==> config.mk <==
export PLATFORM = sky130hd
export DESIGN_NAME = matrix_scan_bcm_flat
export DESIGN_NICKNAME = d
export VERILOG_FILES = /design/src/rtl/matrix_scan_bcm_if.sv /design/src/rtl/matrix_scan_bcm.sv /design/src/flat_wrapper.sv
export SDC_FILE = /design/constraint.sdc
export NUM_CORES = 1
export LEC_CHECK = 0
export CAP_MARGIN = 20
export CORE_MARGIN = 4
export CORE_UTILIZATION = 35
export DETAILED_ROUTE_END_ITERATION = 10
export DONT_BUFFER_PORTS = 1
export PLACE_DENSITY_LB_ADDON = 0.3
export SLEW_MARGIN = 20
export SYNTH_ARGS = -nofsm -noshare
export SYNTH_HDL_FRONTEND = slang
export SYNTH_SLANG_ARGS = --single-unit
==> constraint.sdc <==
create_clock -name clk_in -period 1.5 [get_ports clk_in]
set_input_delay 0.3 -clock clk_in [delete_from_list [all_inputs] [get_ports clk_in]]
set_output_delay 0.3 -clock clk_in [all_outputs]
set_load 0.05 [all_outputs]
==> src/rtl/matrix_scan_bcm_if.sv <==
// Pixel-fetch handshake between matrix_scan_bcm (master) and the framebuffer fetch path (slave).
// The master requests (row, column, plane) with clk_pixel_load; the slave answers with pixel_valid.
interface matrix_scan_bcm_if #(
    parameter int COLUMN_WIDTH      = 6,
    parameter int ROW_WIDTH         = 4,
    parameter int BRIGHTNESS_LEVELS = 6
);
    logic [COLUMN_WIDTH-1:0]      column_address;
    logic [ROW_WIDTH-1:0]         row_address;
    logic [BRIGHTNESS_LEVELS-1:0] brightness_mask;
    logic                         clk_pixel_load;
    logic                         pixel_valid;

    modport master (
        output column_address,
        output row_address,
        output brightness_mask,
        output clk_pixel_load,
        input  pixel_valid
    );

    modport slave (
        input  column_address,
        input  row_address,
        input  brightness_mask,
        input  clk_pixel_load,
        output pixel_valid
    );
endinterface

==> src/rtl/matrix_scan_bcm.sv <==
// HUB75 binary-code-modulation scan engine: shifts the next bit plane while the previous one is shown.
// Optional macro MATRIX_GLOBAL_DIM_EN adds dim_level_i, which scales the OE on-time of every plane.
module matrix_scan_bcm #(
    parameter int COLUMNS           = 64,
    parameter int COLUMN_WIDTH      = 6,
    parameter int SCAN_ROWS         = 16,
    parameter int ROW_WIDTH         = 4,
    parameter int BRIGHTNESS_LEVELS = 6,
    parameter int LSB_OE_TICKS      = 2,
    parameter int OE_COUNTER_WIDTH  = 10,
    parameter int BLANK_TICKS       = 2
) (
    input  logic                 clk_in,
    input  logic                 reset,
    input  logic                 enable_i,
`ifdef MATRIX_GLOBAL_DIM_EN
    input  logic [7:0]           dim_level_i,
`endif
    matrix_scan_bcm_if.master    fetch_if,
    output logic [ROW_WIDTH-1:0] row_address_active_o,
    output logic                 clk_pixel_o,
    output logic                 row_latch_o,
    output logic                 output_enable_o,
    output logic                 frame_start_o
);

    localparam int PLANE_W    = (BRIGHTNESS_LEVELS > 1) ? $clog2(BRIGHTNESS_LEVELS) : 1;
    localparam int BLANK_W    = (BLANK_TICKS > 1) ? $clog2(BLANK_TICKS) : 1;
    localparam int BLANK_INIT = (BLANK_TICKS > 1) ? (BLANK_TICKS - 2) : 0;
    localparam int PROD_W     = OE_COUNTER_WIDTH + 9;

    // Parameter sanity: refuse to elaborate configurations the counters cannot represent.
    if ((LSB_OE_TICKS << (BRIGHTNESS_LEVELS - 1)) >= (1 << OE_COUNTER_WIDTH)) begin : g_oe_width_bad
        $error("OE_COUNTER_WIDTH too small for LSB_OE_TICKS << (BRIGHTNESS_LEVELS-1)");
    end
    if (COLUMNS > (1 << COLUMN_WIDTH)) begin : g_col_width_bad
        $error("COLUMNS does not fit in COLUMN_WIDTH");
    end
    if (SCAN_ROWS > (1 << ROW_WIDTH)) begin : g_row_width_bad
        $error("SCAN_ROWS does not fit in ROW_WIDTH");
    end
    if (BLANK_TICKS < 1) begin : g_blank_bad
        $error("BLANK_TICKS must be at least 1 (the latch cycle itself)");
    end

    typedef enum logic [2:0] {
        ST_IDLE      = 3'd0,
        ST_LOAD      = 3'd1,
        ST_WAIT_DATA = 3'd2,
        ST_SHIFT_LO  = 3'd3,
        ST_SHIFT_HI  = 3'd4,
        ST_WAIT_OE   = 3'd5,
        ST_BLANK     = 3'd6,
        ST_LATCH     = 3'd7
    } state_t;

    state_t                        state_q;
    logic [COLUMN_WIDTH-1:0]       column_q;
    logic [ROW_WIDTH-1:0]          row_q;
    logic [ROW_WIDTH-1:0]          row_active_q;
    logic [PLANE_W-1:0]            plane_q;
    logic [BRIGHTNESS_LEVELS-1:0]  mask_q;
    logic [OE_COUNTER_WIDTH-1:0]   timer_q;
    logic [OE_COUNTER_WIDTH-1:0]   thresh_q;
    logic [BLANK_W-1:0]            blank_q;
    logic                          load_q;
    logic                          pix_q;
    logic                          latch_q;
    logic                          oe_q;
    logic                          frame_q;

    logic [OE_COUNTER_WIDTH-1:0]   period_d;
    logic [OE_COUNTER_WIDTH-1:0]   on_time_d;
    logic [OE_COUNTER_WIDTH-1:0]   thresh_d;
`ifdef MATRIX_GLOBAL_DIM_EN
    logic [PROD_W-1:0]             dim_product_s;
`endif

    // Display period of the plane about to be latched and the timer value below which OE drops.
    always_comb begin
        period_d = OE_COUNTER_WIDTH'(LSB_OE_TICKS) << plane_q;
`ifdef MATRIX_GLOBAL_DIM_EN
        dim_product_s = PROD_W'(period_d) * (PROD_W'(dim_level_i) + PROD_W'(1));
        on_time_d     = OE_COUNTER_WIDTH'(dim_product_s >> 4'd8);
`else
        on_time_d     = period_d;
`endif
        thresh_d = period_d - on_time_d;
    end

    // Scan sequencer, OE timer and all registered panel/fetch outputs.
    always_ff @(posedge clk_in) begin
        if (reset) begin
            state_q      <= ST_IDLE;
            column_q     <= '0;
            row_q        <= '0;
            row_active_q <= '0;
            plane_q      <= '0;
            mask_q       <= BRIGHTNESS_LEVELS'(1);
            timer_q      <= '0;
            thresh_q     <= '0;
            blank_q      <= '0;
            load_q       <= 1'b0;
            pix_q        <= 1'b0;
            latch_q      <= 1'b0;
            oe_q         <= 1'b0;
            frame_q      <= 1'b0;
        end else begin
            load_q  <= 1'b0;
            pix_q   <= 1'b0;
            latch_q <= 1'b0;
            frame_q <= 1'b0;

            // OE stays high while the remaining period is above the dimming threshold.
            if (timer_q != '0) begin
                timer_q <= timer_q - OE_COUNTER_WIDTH'(1);
                oe_q    <= ((timer_q - OE_COUNTER_WIDTH'(1)) > thresh_q);
            end else begin
                oe_q    <= 1'b0;
            end

            case (state_q)
                ST_IDLE: begin
                    if (enable_i) begin
                        column_q <= '0;
                        load_q   <= 1'b1;
                        state_q  <= ST_LOAD;
                    end else begin
                        state_q  <= ST_IDLE;
                    end
                end
                ST_LOAD: begin
                    state_q <= ST_WAIT_DATA;
                end
                ST_WAIT_DATA: begin
                    if (fetch_if.pixel_valid) begin
                        state_q <= ST_SHIFT_LO;
                    end else begin
                        state_q <= ST_WAIT_DATA;
                    end
                end
                ST_SHIFT_LO: begin
                    pix_q   <= 1'b1;
                    state_q <= ST_SHIFT_HI;
                end
                ST_SHIFT_HI: begin
                    if (column_q == COLUMN_WIDTH'(COLUMNS - 1)) begin
                        column_q <= '0;
                        state_q  <= ST_WAIT_OE;
                    end else begin
                        column_q <= column_q + COLUMN_WIDTH'(1);
                        load_q   <= 1'b1;
                        state_q  <= ST_LOAD;
                    end
                end
                ST_WAIT_OE: begin
                    // The shifted plane is only latched once the previous plane has had its full period.
                    if (timer_q != '0) begin
                        state_q <= ST_WAIT_OE;
                    end else if (!enable_i) begin
                        state_q <= ST_IDLE;
                    end else if (BLANK_TICKS > 1) begin
                        blank_q <= BLANK_W'(BLANK_INIT);
                        state_q <= ST_BLANK;
                    end else begin
                        latch_q <= 1'b1;
                        frame_q <= (row_q == '0) && (plane_q == '0);
                        state_q <= ST_LATCH;
                    end
                end
                ST_BLANK: begin
                    if (blank_q == '0) begin
                        latch_q <= 1'b1;
                        frame_q <= (row_q == '0) && (plane_q == '0);
                        state_q <= ST_LATCH;
                    end else begin
                        blank_q <= blank_q - BLANK_W'(1);
                        state_q <= ST_BLANK;
                    end
                end
                ST_LATCH: begin
                    row_active_q <= row_q;
                    timer_q      <= period_d;
                    thresh_q     <= thresh_d;
                    oe_q         <= (on_time_d != '0);
                    if (plane_q == PLANE_W'(BRIGHTNESS_LEVELS - 1)) begin
                        plane_q <= '0;
                        mask_q  <= BRIGHTNESS_LEVELS'(1);
                        if (row_q == ROW_WIDTH'(SCAN_ROWS - 1)) begin
                            row_q <= '0;
                        end else begin
                            row_q <= row_q + ROW_WIDTH'(1);
                        end
                    end else begin
                        plane_q <= plane_q + PLANE_W'(1);
                        mask_q  <= mask_q << 1;
                    end
                    load_q  <= 1'b1;
                    state_q <= ST_LOAD;
                end
                default: begin
                    state_q <= ST_IDLE;
                end
            endcase
        end
    end

    assign fetch_if.column_address  = column_q;
    assign fetch_if.row_address     = row_q;
    assign fetch_if.brightness_mask = mask_q;
    assign fetch_if.clk_pixel_load  = load_q;
    assign row_address_active_o     = row_active_q;
    assign clk_pixel_o              = pix_q;
    assign row_latch_o              = latch_q;
    assign output_enable_o          = oe_q;
    assign frame_start_o            = frame_q;

endmodule

==> src/flat_wrapper.sv <==
// flat-port wrapper written by rule: the top's interface ports become plain ports
module matrix_scan_bcm_flat 
#(
    parameter int COLUMNS           = 64,
    parameter int COLUMN_WIDTH      = 6,
    parameter int SCAN_ROWS         = 16,
    parameter int ROW_WIDTH         = 4,
    parameter int BRIGHTNESS_LEVELS = 6,
    parameter int LSB_OE_TICKS      = 2,
    parameter int OE_COUNTER_WIDTH  = 10,
    parameter int BLANK_TICKS       = 2
)
  (clk_in, reset, enable_i, row_address_active_o, clk_pixel_o, row_latch_o, output_enable_o, frame_start_o, fetch_if_column_address, fetch_if_row_address, fetch_if_brightness_mask, fetch_if_clk_pixel_load, fetch_if_pixel_valid);
  matrix_scan_bcm_if #(.COLUMN_WIDTH(COLUMN_WIDTH), .ROW_WIDTH(ROW_WIDTH), .BRIGHTNESS_LEVELS(BRIGHTNESS_LEVELS)) fetch_if_i ();
  input  logic clk_in;
  input  logic reset;
  input  logic enable_i;
  output logic [ROW_WIDTH-1:0] row_address_active_o;
  output logic clk_pixel_o;
  output logic row_latch_o;
  output logic output_enable_o;
  output logic frame_start_o;
  output wire logic [$bits(fetch_if_i.column_address)-1:0] fetch_if_column_address;
  output wire logic [$bits(fetch_if_i.row_address)-1:0] fetch_if_row_address;
  output wire logic [$bits(fetch_if_i.brightness_mask)-1:0] fetch_if_brightness_mask;
  output wire logic [$bits(fetch_if_i.clk_pixel_load)-1:0] fetch_if_clk_pixel_load;
  input wire logic [$bits(fetch_if_i.pixel_valid)-1:0] fetch_if_pixel_valid;
  assign fetch_if_column_address = fetch_if_i.column_address;
  assign fetch_if_row_address = fetch_if_i.row_address;
  assign fetch_if_brightness_mask = fetch_if_i.brightness_mask;
  assign fetch_if_clk_pixel_load = fetch_if_i.clk_pixel_load;
  assign fetch_if_i.pixel_valid = fetch_if_pixel_valid;
  matrix_scan_bcm #(.COLUMNS(COLUMNS), .COLUMN_WIDTH(COLUMN_WIDTH), .SCAN_ROWS(SCAN_ROWS), .ROW_WIDTH(ROW_WIDTH), .BRIGHTNESS_LEVELS(BRIGHTNESS_LEVELS), .LSB_OE_TICKS(LSB_OE_TICKS), .OE_COUNTER_WIDTH(OE_COUNTER_WIDTH), .BLANK_TICKS(BLANK_TICKS)) u_core (.clk_in(clk_in), .reset(reset), .enable_i(enable_i), .fetch_if(fetch_if_i), .row_address_active_o(row_address_active_o), .clk_pixel_o(clk_pixel_o), .row_latch_o(row_latch_o), .output_enable_o(output_enable_o), .frame_start_o(frame_start_o));
endmodule
Word level (Yosys, flattened, before mapping)
Index checks and enable logic that the tools add are counted.
Widths: inputs -> output; s select.
{"block": "totals", "regBits": 52, "output_inout_bits": 25, "word_cells": 76}
{"block": "op_classes", "addsub": 6, "n_lt_le_gt_ge": 1, "eq_ne": 13, "shift": 1, "muxes": 26, "n_bitwise": 1, "n_reduce_logical": 14}
{"op": "$pmux 3 s8", "count": 1}
{"op": "$mux 10", "count": 2}
{"op": "$reduce_bool 10->1", "count": 2}
{"op": "$mux 6", "count": 3}
{"op": "$eq 3x3->1 const B", "count": 5}
{"op": "$mux 1", "count": 12}
{"op": "$mux 3", "count": 4}
{"op": "$pmux 6 s2", "count": 1}
{"op": "$gt 10x10->1", "count": 1}
{"op": "$shl 2x3->10 const A", "count": 1}
{"op": "$sub 10x1->10 const B", "count": 1}
{"op": "$sub 10x10->10", "count": 1}
{"op": "$add 6x1->6 const B", "count": 1}
{"op": "$eq 3x2->1 const B", "count": 2}
{"op": "$eq 6x6->1 const B", "count": 1}
{"op": "$logic_not 3->1", "count": 2}
{"op": "$ne 2x2->1 const B", "count": 3}
{"op": "$reduce_bool 2->1", "count": 3}
{"op": "$add 4x1->4 const B", "count": 1}
{"op": "$eq 4x4->1 const B", "count": 1}
{"op": "$logic_not 4->1", "count": 1}
{"op": "$mux 4", "count": 1}
{"op": "$reduce_and 2->1", "count": 2}
{"op": "$add 3x1->3 const B", "count": 1}
{"op": "other kinds (9)", "count": 9}

Logic depth before layout (Yosys ltp)
{"block": "depth", "ltp_word": 4, "ltp_mapped": 8, "depth_no_buf": 7}

Least setup slack after synthesis
Ideal clock, no wire load.
{"block": "synth_path", "kind": "reg-to-reg", "from": "register u_core.column_q[0], in the netlist u_core.fetch_if.column_address[0]", "to": "register u_core.state_q[2]", "setup_ns": 0.070, "arrival_time_ns": 1.686, "path_slack_ns": -0.257, "stages_incl_launch_ff": 7, "period_less_slack_ns": 1.757, "cell_sequence": "dfxtp_1 ha_1 nand3_1 nor2_1 o21ai_0 o22a_1 a21oi_1"}
{"block": "synth_via", "elab_chain_len": 3}
{"element": "start, declared", "line_no": "matrix_scan_bcm.sv:58", "source": "logic [COLUMN_WIDTH-1:0] column_q;"}
{"element": "start signal, assigned", "line_no": "matrix_scan_bcm.sv:151", "source": "column_q <= column_q + COLUMN_WIDTH'(1);"}
{"element": "$eq 6x6->1", "line_no": "matrix_scan_bcm.sv:147", "source": "if (column_q == COLUMN_WIDTH'(COLUMNS - 1)) begin"}
{"element": "$mux 3", "line_no": "matrix_scan_bcm.sv:147"}
{"element": "$pmux 3 s8", "line_no": "matrix_scan_bcm.sv:122", "source": "case (state_q)"}
{"element": "end signal, assigned", "line_no": "matrix_scan_bcm.sv:127", "source": "state_q <= ST_LOAD;"}
{"element": "end signal, assigned", "line_no": "matrix_scan_bcm.sv:149", "source": "state_q <= ST_WAIT_OE;"}
{"element": "end signal, assigned", "line_no": "matrix_scan_bcm.sv:153", "source": "state_q <= ST_LOAD;"}
{"element": "end, declared", "line_no": "matrix_scan_bcm.sv:57", "source": "state_t state_q;"}
No other way between the ends.
A chain may end at the register's enable or synchronous reset.

Worst setup path after layout
{"block": "layout_path", "from": "register u_core.timer_q[1]", "to": "register u_core.state_q[1]"}
{"block": "layout_via", "elab_chain_len": 3}
{"element": "start, declared", "line_no": "matrix_scan_bcm.sv:63", "source": "logic [OE_COUNTER_WIDTH-1:0] timer_q;"}
{"element": "start signal, assigned", "line_no": "matrix_scan_bcm.sv:116", "source": "timer_q <= timer_q - OE_COUNTER_WIDTH'(1);"}
{"element": "start signal, assigned", "line_no": "matrix_scan_bcm.sv:183", "source": "timer_q <= period_d;"}
{"element": "$reduce_bool 10->1", "line_no": "matrix_scan_bcm.sv:158", "source": "if (timer_q != '0) begin"}
{"element": "$mux 3", "line_no": "matrix_scan_bcm.sv:158"}
{"element": "$pmux 3 s8", "line_no": "matrix_scan_bcm.sv:122"}
{"element": "end signal, assigned", "line_no": "matrix_scan_bcm.sv:127"}
{"element": "end signal, assigned", "line_no": "matrix_scan_bcm.sv:159", "source": "state_q <= ST_WAIT_OE;"}
{"element": "end signal, assigned", "line_no": "matrix_scan_bcm.sv:161", "source": "state_q <= ST_IDLE;"}
No other way between the ends.

==> impl_metrics.json <==
{
  "grt_most_used_layer": "met2",
  "numPortBuffers": 0,
  "numCtsBuffers": 5,
  "relSlewSlack_pct": 62.8,
  "cts.path.max_buffers": 2,
  "io-pin-count": 29,
  "num_antenna_cells": 0,
  "worst_ep_arrival_time_ps": 1750,
  "use_met2_pct": 21.4,
  "min_path_cells": 1,
  "met1_usage_pct": 18.7,
  "synth_flop_cell": "dfxtp_1",
  "ir_drop_mv": 0.699,
  "async_reset_ff_share_pct": 0,
  "clock_latency_ps": 290,
  "reg2reg_depth": 7,
  "drv_cap": 0,
  "finalSetupViolations": 1,
  "finClkSkew_ps": 5.82,
  "globalRouteMet3Util_pct": 3.46,
  "hold_viol": 0,
  "drt_iter0_markers": 94,
  "syn_avg_cell_area_um2": 8.20,
  "fin_nets": 291,
  "worst_setup_path_start_kind": "register",
  "antenna_left": 0,
  "core_um2": 5540,
  "synth_edf_count": 0,
  "worst_hold_slack_ps": 63.4,
  "outcome": "complete, but fails checks",
  "grt_overflow_total": 0,
  "layout-drive-gt1-share_pct": 29.4,
  "multi_input_area_um2": 1180,
  "wl_per_cell_um": 13.6,
  "clkTransAtPathRegs_ps": 80,
  "tightest_slew_ps": 557,
  "row_count": 27,
  "dieArea_um2": 7050,
  "place.gp.congestion": 0.850,
  "cts_root_buf": "clkbuf_8",
  "grt_pass1_vias": 1655,
  "dpl_cell_area_um2": 2350,
  "grt_pass1_wl_um": 8020,
  "crit_path_top_delay_cell": "dfxtp_2",
  "hold_path_class": "input port to register",
  "via_per_inst": 5.09,
  "area_delta_synth_final_pct": 26.5,
  "max_stage_delay_ps": 340,
  "cts_max_level": 2,
  "min_period_ps": 1520,
  "grtUsageTotal_pct": 13.9,
  "violations": "setup timing",
  "stdcell_count": 351,
  "yosysSeqAreaShare_pct": 40.7,
  "fin_ws_ps": -16.3,
  "synth_cell_types": 44,
  "synth_nets": 258,
  "placed_cells": 341,
  "drc": 0,
  "regArea_um2": 833,
  "synth.cell_area_um2": 2020,
  "initial_core_util_pct": 36.4,
  "pwr_density_cell_nw_per_um2": 1600,
  "yosys_warnings": 0,
  "end_kind": "register",
  "clock.fmax_ghz": 0.660,
  "path_max_fanout": 4,
  "final_max_slew_viol_count": 0,
  "cts_tree": "done",
  "fillers": 550,
  "routed_wl_um": 4780,
  "utilization_pct": 46.1,
  "ys_ff_latch": 41,
  "cts_num_sinks": 41,
  "crit_chain": "inv_4 > ha_4 > nor4b_4 > and3_4 > nand2_2 > a211o_1 > a21oi_2",
  "leakagePower_nw": 0.966,
  "first_pass_iters": 4,
  "fp.dieH_um": 83.9,
  "dp_hpwl_um": 3430,
  "die_x_um": 83.9,
  "final_area_um2": 2550,
  "grt_max_degree": 38,
  "grt_setup_unrepaired": "yes",
  "vias": 1786,
  "antenna_found_initial": 0,
  "finalCritPeriodShare_pct": 101,
  "crit_type": "register to register",
  "crit_required_ps": 1730,
  "synthCells": 246
}
[cells in the final DEF (no fill, tap or decap), drive strengths merged, types with 2 or more instances in the layout]
cell    netlist  routed
and3          5       5
nor4          4       4
nor2         28      28
nand3         9       9
a22oi         7       7
nor3         10      10
a211oi        4       4
nor4b         3       3
xor2          5       5
inv           9       9
nand3b        2       2
nand2        34      34
a311oi        2       2
a21oi        24      24
o211ai        2       2
nand4b        3       3
ha            8       8
buf           5      42
xnor2         7       7
nor3b         2       2
clkbuf       11       7
dfxtp        41      41
o21ai         6       6
[area by class of cell]
cell class | instances | area share [%]
flip-flops and latches | 41 | 32.6
clock buffers | 7 | 3.38
well taps | 72 | 3.53
inverters | 9 | 1.52
repair buffers | 42 | 12.5
multi-input cells | 180 | 46.4
[critical path, delay by kind of cell (launching register included)]
kind | cells | cell delay [ps]
buffers and inverters | 1 | 80
adder cells (fa/ha/maj) | 1 | 130
AO/OA/AOI/OAI | 2 | 410
flip-flops | 1 | 340
AND/OR/NAND/NOR | 3 | 500
[through the flow]
stage	worst slack [ps]	TNS (ps)	power, mW
final	-16.3	-16.3	4.08
after detailed placement	-80.7	-80.7	3.09
after CTS	6.55	0	3.92
after global placement	-24.4	-24.4	3.09
after global routing	-96.7	-238	4.38
after floorplan	-28.8	-28.8	2.65
[cells in the mapped netlist, drive strengths merged (2+ instances only)]
master | number | area [µm²]
o21ai | 6 | 30.0
nor2 | 28 | 105
xor2 | 5 | 43.8
nor4 | 4 | 40.0
and3 | 5 | 32.5
nand2 | 34 | 130
ha | 8 | 100
o211ai | 2 | 15.0
nor3b | 2 | 15.0
clkbuf | 11 | 41.3
buf | 5 | 40.0
a211oi | 4 | 30.0
a21oi | 24 | 124
inv | 9 | 33.8
xnor2 | 7 | 61.3
nor4b | 3 | 26.3
dfxtp | 41 | 821
nand4b | 3 | 26.3
nand3b | 2 | 15.0
a22oi | 7 | 52.6
a311oi | 2 | 17.5
nor3 | 10 | 50.1
nand3 | 9 | 45.0
[path summary, 6_finish.rpt]
kind                                   from                              to  slack (ps)
max reg2reg               u_core.timer_q[1]               u_core.state_q[1]         -20
max                       u_core.timer_q[1]               u_core.state_q[1]         -20
min reg2reg  u_core.fetch_if.row_address[1]  u_core.fetch_if.row_address[1]         520
min                                   reset               u_core.timer_q[5]          60
[per-layer routing]
layer  share of wire, %  up-vias
met5                  0        -
met4                1.5        0
met3                3.6        6
met2                 47       29
met1                 48      826
li1                   -      925
[power by group]
part	leakage, nW	total (mW)	switching [mW]	internal [mW]
Clock	0.0443	0.727	0.362	0.365
Sequential	0.337	1.43	0.184	1.24
Combinational	0.585	1.93	0.899	1.03
Total	0.966	4.08	1.45	2.63
[sequential cells by signal (all words and copies together) (netlist names), 3 cells and up]
| name | count |
|---|---|
| u_core.timer_q | 10 |
| u_core.fetch_if.column_address | 6 |
| u_core.plane_q | 3 |
| u_core.state_q | 3 |
| u_core.fetch_if.row_address | 4 |
| u_core.fetch_if.brightness_mask | 6 |
| u_core.row_address_active_o | 4 |
[cell families (layout without fill, tap and decap cells)]
family                   Yosys count  count (layout)  synth area share (%)
XOR/XNOR                          12              12                  5.21
adder cells (fa/ha/maj)            8               8                  4.96
flip-flops                        41              41                  40.7
multiplexers                       1               1                 0.558
buffers and inverters             25              58                  5.70
AO/OA/AOI/OAI                     53              53                  16.7
AND/OR/NAND/NOR                  106             106                  26.2
[timing repair]
| action | 4_1_cts | 5_1_grt |
|---|---|---|
| setup buffers | 1 | 3 |
| resized for setup | 3 | 20 |
| setup endpoints to repair | 1 | 20 |
| hold endpoints to repair | 0 | 0 |
| hold buffers | 0 | 0 |
| pin swaps | 1 | 8 |
| gates cloned | 0 | 0 |
(Power assumes the default switching activity.)
